$ cat config.mk
export PLATFORM = sky130hd
export DESIGN_NAME = ysyx_22050019_fwd_scoreboard_flat
export DESIGN_NICKNAME = d
export VERILOG_FILES = /design/src/rtl/ysyx_22050019_fwd_scoreboard_if.sv /design/src/rtl/ysyx_22050019_fwd_scoreboard.sv /design/src/flat_wrapper.sv
export SDC_FILE = /design/constraint.sdc
export NUM_CORES = 1
export LEC_CHECK = 0
export BUFFER_PORTS_ARGS = -buffer_cell sky130_fd_sc_hd__buf_2
export CORE_AREA = 5 5 192 194
export CTS_CLUSTER_SIZE = 24
export DETAILED_ROUTE_END_ITERATION = 10
export DIE_AREA = 0 0 197 199
export PLACE_DENSITY = 0.64
export SYNTH_ARGS = -nofsm -noshare
export SYNTH_HDL_FRONTEND = slang
export SYNTH_SLANG_ARGS = --single-unit
$ cat constraint.sdc
create_clock -name clk -period 4.79 [get_ports clk]
set_input_delay 1.1975 -clock clk [delete_from_list [all_inputs] [get_ports clk]]
set_output_delay 1.1975 -clock clk [all_outputs]
set_load 0.01 [all_outputs]
$ cat src/rtl/ysyx_22050019_fwd_scoreboard_if.sv
// Operand-read bundle between IDU, the forwarding sources and the forwarding/hazard unit.
// The master side is the IDU/pipeline. The slave side is the forwarding scoreboard.
interface ysyx_22050019_fwd_scoreboard_if #(
    parameter int XLEN     = 64,
    parameter int NR_RPORT = 2,
    parameter int NR_SRC   = 3,
    parameter int AW       = 5
);
    logic                       id_valid;
    logic                       id_ready;
    logic [NR_RPORT-1:0]        id_ren;
    logic [NR_RPORT*AW-1:0]     id_raddr;
    logic [NR_RPORT*XLEN-1:0]   id_rf_rdata;
    logic [NR_RPORT*XLEN-1:0]   id_rdata;
    logic                       id_ld_issue;
    logic [AW-1:0]              id_waddr;
    logic [NR_SRC-1:0]          src_wen;
    logic [NR_SRC*AW-1:0]       src_waddr;
    logic [NR_SRC*XLEN-1:0]     src_wdata;
    logic [NR_SRC-1:0]          src_dok;
    logic                       wb_ld_commit;
    logic                       flush;
    logic [NR_RPORT-1:0]        fwd_hit;

    modport master (
        output id_valid, id_ren, id_raddr, id_rf_rdata, id_ld_issue, id_waddr,
               src_wen, src_waddr, src_wdata, src_dok, wb_ld_commit, flush,
        input  id_ready, id_rdata, fwd_hit
    );

    modport slave (
        input  id_valid, id_ren, id_raddr, id_rf_rdata, id_ld_issue, id_waddr,
               src_wen, src_waddr, src_wdata, src_dok, wb_ld_commit, flush,
        output id_ready, id_rdata, fwd_hit
    );
endinterface

$ cat src/rtl/ysyx_22050019_fwd_scoreboard.sv
// Operand forwarding and load-use hazard unit: ordered source forwarding, per-register busy
// scoreboard for outstanding loads, and per-port hold buffers that survive a stall.
module ysyx_22050019_fwd_scoreboard #(
    parameter int XLEN     = 64,
    parameter int NR_RPORT = 2,
    parameter int NR_SRC   = 3,
    parameter int AW       = 5
) (
    input  logic                             clk,
    input  logic                             rst_n,
    ysyx_22050019_fwd_scoreboard_if.slave    bus
);
    localparam int NREG = 1 << AW;

    logic [NREG-1:0]     busy_q, busy_d;
    logic [NR_RPORT-1:0] hold_v_q, hold_v_d;
    logic [XLEN-1:0]     hold_d_q [NR_RPORT];
    logic [XLEN-1:0]     hold_d_d [NR_RPORT];

    logic [NR_RPORT-1:0]      res_s, hit_s, from_src_s;
    logic [XLEN-1:0]          data_s [NR_RPORT];
    logic [NR_RPORT*XLEN-1:0] rdata_s;
    logic                     ready_s, fire_s;

    // Per-port resolution: hold buffer, then youngest matching source, then scoreboard, then RF.
    always_comb begin : resolve
        logic          found;
        logic [AW-1:0] raddr;
        res_s      = {NR_RPORT{1'b1}};
        hit_s      = {NR_RPORT{1'b0}};
        from_src_s = {NR_RPORT{1'b0}};
        rdata_s    = {(NR_RPORT*XLEN){1'b0}};
        found      = 1'b0;
        raddr      = {AW{1'b0}};
        for (int p = 0; p < NR_RPORT; p++) begin
            data_s[p] = bus.id_rf_rdata[p*XLEN +: XLEN];
            raddr     = bus.id_raddr[p*AW +: AW];
            found     = 1'b0;
            if (bus.id_ren[p] && (raddr != {AW{1'b0}})) begin
                if (hold_v_q[p]) begin
                    data_s[p] = hold_d_q[p];
                    hit_s[p]  = 1'b1;
                end else begin
                    for (int i = 0; i < NR_SRC; i++) begin
                        if (!found && bus.src_wen[i] && (bus.src_waddr[i*AW +: AW] == raddr)) begin
                            found = 1'b1;
                            if (bus.src_dok[i]) begin
                                data_s[p]     = bus.src_wdata[i*XLEN +: XLEN];
                                hit_s[p]      = 1'b1;
                                from_src_s[p] = 1'b1;
                            end else begin
                                res_s[p] = 1'b0;
                            end
                        end
                    end
                    // A busy register with no live source means the load has not come back yet.
                    if (!found && busy_q[raddr]) begin
                        res_s[p] = 1'b0;
                    end else begin
                        res_s[p] = res_s[p];
                    end
                end
            end else begin
                res_s[p] = 1'b1;
            end
            rdata_s[p*XLEN +: XLEN] = data_s[p];
        end
    end

    assign ready_s      = &res_s;
    assign fire_s       = bus.id_valid & ready_s;
    assign bus.id_ready = ready_s;
    assign bus.id_rdata = rdata_s;
    assign bus.fwd_hit  = hit_s;

    // Hold buffers and scoreboard next state; a same-cycle set overrides the WB clear.
    always_comb begin
        hold_v_d = hold_v_q;
        hold_d_d = hold_d_q;
        busy_d   = busy_q;
        if (fire_s || bus.flush) begin
            hold_v_d = {NR_RPORT{1'b0}};
        end else if (bus.id_valid && !ready_s) begin
            for (int p = 0; p < NR_RPORT; p++) begin
                if (from_src_s[p]) begin
                    hold_v_d[p] = 1'b1;
                    hold_d_d[p] = data_s[p];
                end else begin
                    hold_v_d[p] = hold_v_q[p];
                end
            end
        end else begin
            hold_v_d = hold_v_q;
        end
        if (bus.src_wen[NR_SRC-1] && bus.wb_ld_commit) begin
            busy_d[bus.src_waddr[(NR_SRC-1)*AW +: AW]] = 1'b0;
        end else begin
            busy_d = busy_d;
        end
        if (fire_s && bus.id_ld_issue && (bus.id_waddr != {AW{1'b0}})) begin
            busy_d[bus.id_waddr] = 1'b1;
        end else begin
            busy_d = busy_d;
        end
        busy_d[0] = 1'b0;
    end

    // State registers.
    always_ff @(posedge clk or negedge rst_n) begin
        if (!rst_n) begin
            busy_q   <= {NREG{1'b0}};
            hold_v_q <= {NR_RPORT{1'b0}};
            for (int p = 0; p < NR_RPORT; p++) begin
                hold_d_q[p] <= {XLEN{1'b0}};
            end
        end else begin
            busy_q   <= busy_d;
            hold_v_q <= hold_v_d;
            for (int p = 0; p < NR_RPORT; p++) begin
                hold_d_q[p] <= hold_d_d[p];
            end
        end
    end
endmodule

$ cat src/flat_wrapper.sv
// flat-port wrapper written by rule: the top's interface ports become plain ports
module ysyx_22050019_fwd_scoreboard_flat 
#(
    parameter int XLEN     = 64,
    parameter int NR_RPORT = 2,
    parameter int NR_SRC   = 3,
    parameter int AW       = 5
)
  (clk, rst_n, bus_id_valid, bus_id_ren, bus_id_raddr, bus_id_rf_rdata, bus_id_ld_issue, bus_id_waddr, bus_src_wen, bus_src_waddr, bus_src_wdata, bus_src_dok, bus_wb_ld_commit, bus_flush, bus_id_ready, bus_id_rdata, bus_fwd_hit);
  ysyx_22050019_fwd_scoreboard_if #(.XLEN(XLEN), .NR_RPORT(NR_RPORT), .NR_SRC(NR_SRC), .AW(AW)) bus_i ();
  input  logic clk;
  input  logic rst_n;
  input wire logic [$bits(bus_i.id_valid)-1:0] bus_id_valid;
  input wire logic [$bits(bus_i.id_ren)-1:0] bus_id_ren;
  input wire logic [$bits(bus_i.id_raddr)-1:0] bus_id_raddr;
  input wire logic [$bits(bus_i.id_rf_rdata)-1:0] bus_id_rf_rdata;
  input wire logic [$bits(bus_i.id_ld_issue)-1:0] bus_id_ld_issue;
  input wire logic [$bits(bus_i.id_waddr)-1:0] bus_id_waddr;
  input wire logic [$bits(bus_i.src_wen)-1:0] bus_src_wen;
  input wire logic [$bits(bus_i.src_waddr)-1:0] bus_src_waddr;
  input wire logic [$bits(bus_i.src_wdata)-1:0] bus_src_wdata;
  input wire logic [$bits(bus_i.src_dok)-1:0] bus_src_dok;
  input wire logic [$bits(bus_i.wb_ld_commit)-1:0] bus_wb_ld_commit;
  input wire logic [$bits(bus_i.flush)-1:0] bus_flush;
  output wire logic [$bits(bus_i.id_ready)-1:0] bus_id_ready;
  output wire logic [$bits(bus_i.id_rdata)-1:0] bus_id_rdata;
  output wire logic [$bits(bus_i.fwd_hit)-1:0] bus_fwd_hit;
  assign bus_i.id_valid = bus_id_valid;
  assign bus_i.id_ren = bus_id_ren;
  assign bus_i.id_raddr = bus_id_raddr;
  assign bus_i.id_rf_rdata = bus_id_rf_rdata;
  assign bus_i.id_ld_issue = bus_id_ld_issue;
  assign bus_i.id_waddr = bus_id_waddr;
  assign bus_i.src_wen = bus_src_wen;
  assign bus_i.src_waddr = bus_src_waddr;
  assign bus_i.src_wdata = bus_src_wdata;
  assign bus_i.src_dok = bus_src_dok;
  assign bus_i.wb_ld_commit = bus_wb_ld_commit;
  assign bus_i.flush = bus_flush;
  assign bus_id_ready = bus_i.id_ready;
  assign bus_id_rdata = bus_i.id_rdata;
  assign bus_fwd_hit = bus_i.fwd_hit;
  ysyx_22050019_fwd_scoreboard #(.XLEN(XLEN), .NR_RPORT(NR_RPORT), .NR_SRC(NR_SRC), .AW(AW)) u_core (.clk(clk), .rst_n(rst_n), .bus(bus_i));
endmodule
==> results.md, run 1 <==
* Status: finished, final reports clean
* # DRC at 0
* Core footprint at about 35000 µm²
* Post-synth cell types at 62
* Worst clock skew at about 0.014 ns
* Final Worst Setup Slack at 0.0511 ns
* Internal power at around 2800 µW
* WS Path Type: input pin to output port
* Grt ovf at 0
* Adder-Cell Fraction of Synth Area at 0%
* Seq cells post-synth at approximately 160
* Drt pass-1 iters at 6
* Avg Synthesized Cell Area at 8.65 µm²
* Tot GR Track Use at 33.2%
* Vias in the first global route at around 17000
* XOR/XNOR share of the synthesized area at under 10%
* Maximum Capacitance Violations at 0
* CTS Root Cell: clkbuf_16
* Seq/Total Area, Yosys at between 20% and 30%
* Die area at ~40000 µm²
* Placed wire-length estimate at slightly below 50000 µm
* Synth warnings at 0
* Mux share of post-synthesis cell area at 19.7%
* Initial Util at between 40% and 50%
* Synth Area in Simple Gates at 13.9%
* Initial drt markers at about 1600
* Die W at 197 µm
* Clock buffer count from CTS at 17
* Fin. Hold Viols at 0
* Fmax at 211 MHz
* Clock Tree Buf Depth at 2
* Post-synthesis cell count at 1628
* First-pass GRT wire length at 101000 µm
* Number of port buffers at between 400 and 500
* Dpl cell area at ~17000 µm²
* Crit end category: output port
* Cts-stage hold buffer count at 0
* Routing usage on met3 at 6.79%
* Async SR Flop Fraction at 100%
* Number of synthesized flops with an enable pin at 0
* Largest net degree at the start of global routing at a little over 90
* Layout cells sized above 1 at roughly a third
* Sw frac at about 32%
* Maximum vdd ir drop at approximately 0.23 mV
* Clock share of power at between 30% and 40%
* Total negative setup slack at 0 ns
* Synth Flop Type: dfrtp_1
* Synthesis-to-layout area growth at 28.6%
* Final ANT Viol Nets at 0
* Crit path arrival time at between 3 and 4 ns
* Switching pwr at 1350 µW
* Top cell type's share of synthesized area at between 20% and 30%
* Slew margin rel. at between 30% and 40%
* Worst R2R Path Depth at 7
* Busiest layer in global routing: met2
* Highest-count cells in the layout ignoring fill and taps: 493 x buf_2, 201 x o21ai_0, 159 x dfrtp_1
* Power, Total at between 4000 and 5000 µW
* Final Cell Area at approximately 18000 µm²
* Syn_nets at about 2000
* Final Setup Violations at 0
* Mapped Area at roughly 14000 µm²
* Share of power burned in registers at between 30% and 40%
* Final nets at roughly 2400
* Clock Pin Slew Worst Setup and Hold Paths at 0.06 ns
* Hold Path Depth at 1
* Worst-path maximum fanout at 23
* Yosys top cell by area: dfrtp_1
* Via density at between 6 and 7
* Fin crit share at between 90% and 100%
* Most common cell after layout, fill and taps aside: buf_2
* Initial antenna violation count at 17
* Top post-synthesis cells by area: dfrtp_1 29%, mux2_1 9.6%, mux2i_1 7.2%, o21ai_0 7.2%, a211o_1 4.9%
* Htree depth at 4
* Critical Path Start Type: input pin
* Fin. max-slew vios at 0
* Dpl ws at approximately 0.0074 ns
* Clk_lat worst skew at approximately 0.45 ns
* Routed WL at about 68000 µm
* Hold_ws at between 0.4 and 0.5 ns
* Gpl congestion at slightly below 1
* Logic pwr share at between 20% and 30%
* FP Rows at 69
* Die Ht at 199 µm
* Minimum clock period at between 4 and 5 ns
* Largest family of logic cells by synthesized area: compound AO/OA/AOI/OAI gates
* Clock sink count at ~160
* Power Dens Cells at ~230 nW/µm²
* IO Count at 495
* Met1 Use GR at between 40% and 50%
* Required time worst endpoint at around 3.6 ns
* Met2 Use GR at between 50% and 60%
* Total number of vias at around 17000
* Detailed-route wire length per cell at about 27 µm
* CTS tree: done
* Path type of the worst min-delay path: register to register
* Worst-Margin Slew at between 1 and 1.5 ns
* Leakage at 0.00917 µW
* Complex-gate fraction of the synthesized area at between 30% and 40%
cell families (layout without fill, tap and decap cells):
group           Yosys count  after routing
compound gates          594            594
simple gates            419            419
mux                     245            245
buf+inv                 179            615
flops                   161            161
xor+xnor                 30             30
other cells               0             13
power by group through the flow:
stage	Combinational [µW]	Clock, µW	Sequential [µW]
2_1_floorplan	596	0	1510
3_3_place_gp	1170	0	1530
3_5_place_dp	1180	0	1540
4_1_cts	1180	1500	1510
5_1_grt	1280	1540	1530
6_report	1200	1470	1520
through the flow:
step	std cells	utilization, %
2_1_floorplan	1628	-
3_3_place_gp	2495	49.8
3_5_place_dp	2495	49.8
4_1_cts	2525	51.5
5_1_grt	2537	51.7
6_report	2538	51.7
layer usage:
metal / part of all wire [%] / up-vias
met4: 5.2 / 6
met5: 0.060 / -
met1: 39 / 7973
met3: 9.6 / 233
met2: 47 / 1167
li1: - / 7166
registers in the layout, summed over array words and instances, names as in the netlist:
register,count
u_core.busy_q,31
u_core.hold_d_q,128
u_core.hold_v_q,2
layout make-up:
type	count	area (µm²)
fill	3337	16900
multi-input combinational	1288	9380
sequential	161	4030
timing repair buffer	578	3460
tap	461	577
clock buffer	25	505
clock inverter	5	100
antenna	13	32.5
inverter	7	26.3
synth_stat cells (all sizes together), types with 13 or more instances:
cell	n
clkbuf	125
a31oi	37
nand2b	14
a2111oi	18
o311ai	16
nand3	79
a21oi	15
o21ai	204
o22a	34
a221o	17
mux2	131
o211ai	18
a211o	79
a221oi	64
nor3	69
a21boi	34
o31ai	32
mux4	13
buf	47
xnor2	18
nor2	106
mux2i	101
dfrtp	161
a21o	16
nand2	109
path summary, 6_finish.rpt:
path / slack, ns / end / startpoint
worst max-delay path: 0.05 / bus_id_rdata[11] / bus_id_raddr[2]
worst min-delay path: 0.47 / u_core.hold_d_q[14] / u_core.hold_d_q[14]
worst max register to register: 1.73 / u_core.hold_d_q[67] / u_core.hold_v_q[0]
worst min register to register: 0.47 / u_core.hold_d_q[14] / u_core.hold_d_q[14]
max in group asynchronous: 2.93 / u_core.hold_d_q[68] / rst_n
min in group asynchronous: 0.85 / u_core.busy_q[6] / rst_n
worst max-delay path, cell delays in order:
cell	delay [ns]
buf_2	0.16
xnor2_1	0.15
and4_2	0.30
o2bb2ai_4	0.22
buf_12	0.19
nor3_2	0.29
buf_12	0.23
a221oi_1	0.09
o21ai_0	0.46
buf_2	0.23
repair_timing:
action,in CTS,in global routing
endpoints found under the hold margin,0,0
pin swaps,1,1
resized for setup,1,4
setup buffers,0,0
setup endpoints to repair,1,64
No activity file was read; power rests on OpenSTA's default activity.
==> run 2: changes to the inputs <==
clock period = 5.42 ns   (was 4.79 ns; I/O delays follow)
==> results.md, run 2 (synthesis gave the netlist of run 1 again) <==
* Final Core Density at approximately half
* Total number of vias at 16500
* Fill cells at about 3400
* Tot GR Track Use at between 30% and 40%
* Layout cells sized above 1 at a little under a third
* Die area at 39200 µm²
* Minimum clock period at slightly above 5 ns
* Fin crit share at 95.7%
* Fmax at roughly 190 MHz
* Critical Path Max Stage Delay at around 0.44 ns
* Power, Total at between 3000 and 4000 µW
* Clock Tree Buf Depth at 2
* Detailed-route wire length per cell at between 20 and 30 µm
* Worst path bufs/invs at 3
* Clock buffer count from CTS at 17
* Slew margin rel. at ~40%
* Worst-path maximum fanout at 29
* Final Worst Setup Slack at approximately 0.23 ns
* Die Ht at between 150 and 200 µm
* Cts-stage hold buffer count at 0
* FP Rows at a little under 70
* # DRC at 0
* Clock sink count at roughly 160
* Drt pass-1 iters at 6
* Required time worst endpoint at a little over 4 ns
* CTS Root Cell: clkbuf_16
* Crit end category: output port
* Core footprint at around 35000 µm²
* Dpl ws at 0.248 ns
* Crit-path cells: buf_2 > xnor2_1 > and4_1 > and2_4 > buf_12 > nor3_1 > a211o_1 > a31oi_1 > buf_2
* First-pass GRT wire length at just over 100000 µm
* Power Dens Cells at between 200 and 250 nW/µm²
* Leading registers by flop count: u_core.hold_d_q (128), u_core.busy_q (31), u_core.hold_v_q (2)
* Synthesis-to-layout area growth at 26.2%
* Maximum vdd ir drop at 0.205 mV
* # resized after CTS at 0
* Placed wire-length estimate at ~48000 µm
* Most used cell along the critical path: buf_2
* Logic pwr share at around 29%
* Initial antenna violation count at 9
* Final nets at around 2400
* Final Setup Violations at 0
* Die W at approximately 200 µm
* Max stage delay cell, worst path: and2_4
* Path type of the worst min-delay path: register to register
* Largest net degree at the start of global routing at 80
* WS Path Type: input pin to output port
* Initial drt markers at between 1500 and 2000
* CTS tree: done
* Number of port buffers at slightly below 500
* Crit path arrival time at 3.83 ns
* Gpl congestion at around 1
* Sw frac at 33.5%
* Hold_ws at ~0.48 ns
* Clock Pin Slew Worst Setup and Hold Paths at ~0.06 ns
* Vias in the first global route at between 15000 and 20000
* Grt ovf at 0
* Clk_lat worst skew at about 0.45 ns
* Register with the most flip-flops: u_core.hold_d_q
* Initial Util at around two fifths
* Post-CTS Setup Bufs at 0
* Routed WL at between 60000 and 70000 µm
* Maximum Capacitance Violations at 0
* IO Count at 495
* Highest-count cells in the layout ignoring fill and taps: 493 x buf_2, 201 x o21ai_0, 159 x dfrtp_1
* Fin. max-slew vios at 0
* Worst clock skew at about 0.011 ns
* Final ANT Viol Nets at 0
* Clock share of power at ~34%
* Switching pwr at around 1200 µW
* Worst-Margin Slew at between 0.8 and 0.9 ns
* Via density at around 6.6
* Leakage at 0.00898 µW
* Most common cell after layout, fill and taps aside: buf_2
* Share of power burned in registers at a little under two fifths
* Internal power at between 2000 and 2500 µW
* CP top delay family: simple AND/OR/NAND/NOR gates
* Number of flip-flops in the largest register at 128
* Critical Path Start Type: input pin
* Status: finished, final reports clean
* Htree depth at 4
* Fin. Hold Viols at 0
## run 2: layout make-up
type	count	area, µm²	area share [%]
Tap cell	461	577	3.25
Antenna cell	10	25.0	0.141
Inverter	7	26.3	0.148
Clock inverter	11	115	0.648
Sequential cell	161	4030	22.7
Multi-Input combinational cell	1288	9370	52.7
Timing Repair Buffer	556	3180	17.9
Clock buffer	20	447	2.51
## run 2: metal layers
metal  track usage, %  wire, µm
met1             41.6     26200
met2             53.5     32100
met3             6.89      6930
met4             18.3      3690
met5                0        12
## run 2: worst register-to-register path: cells and delay by family, from the launching register on
kind                   cells  cell delay [ns]
AOI/OAI and AO/OA          2             0.53
and+or+nand+nor            1             0.21
buffers and inverters      3             1.22
muxes                      1             0.40
DFF                        1             0.41
## run 2: power groups by stage
| stage | registers, µW | logic (µW) | clock network, µW |
|---|---|---|---|
| floorplan | 1340 | 527 | 0 |
| global placement | 1350 | 1020 | 0 |
| detailed placement | 1360 | 1030 | 0 |
| CTS | 1330 | 1030 | 1240 |
| global route | 1340 | 1120 | 1280 |
| finish | 1340 | 1050 | 1220 |
## run 2: metrics by stage
| stage | area [µm²] | TNS, ns | cells |
|---|---|---|---|
| finish | 17800 | 0 | 2514 |
| detailed placement | 17200 | 0 | 2473 |
| floorplan | 14100 | 0 | 1628 |
| global route | 17800 | -0.0274 | 2511 |
| CTS | 17700 | 0 | 2504 |
| global placement | 17200 | 0 | 2473 |
## run 2: final timing paths
check	startpoint	to	slack [ns]	depth (start not counted)
min reg2reg	u_core.hold_d_q[26]	u_core.hold_d_q[26]	0.48	1
max in group asynchronous	rst_n	u_core.hold_v_q[1]	3.24	2
max	bus_id_raddr[5]	bus_id_rdata[106]	0.23	9
min in group asynchronous	rst_n	u_core.busy_q[2]	0.95	1
min	u_core.hold_d_q[26]	u_core.hold_d_q[26]	0.48	1
max reg2reg	u_core.hold_v_q[1]	u_core.hold_d_q[16]	2.53	7
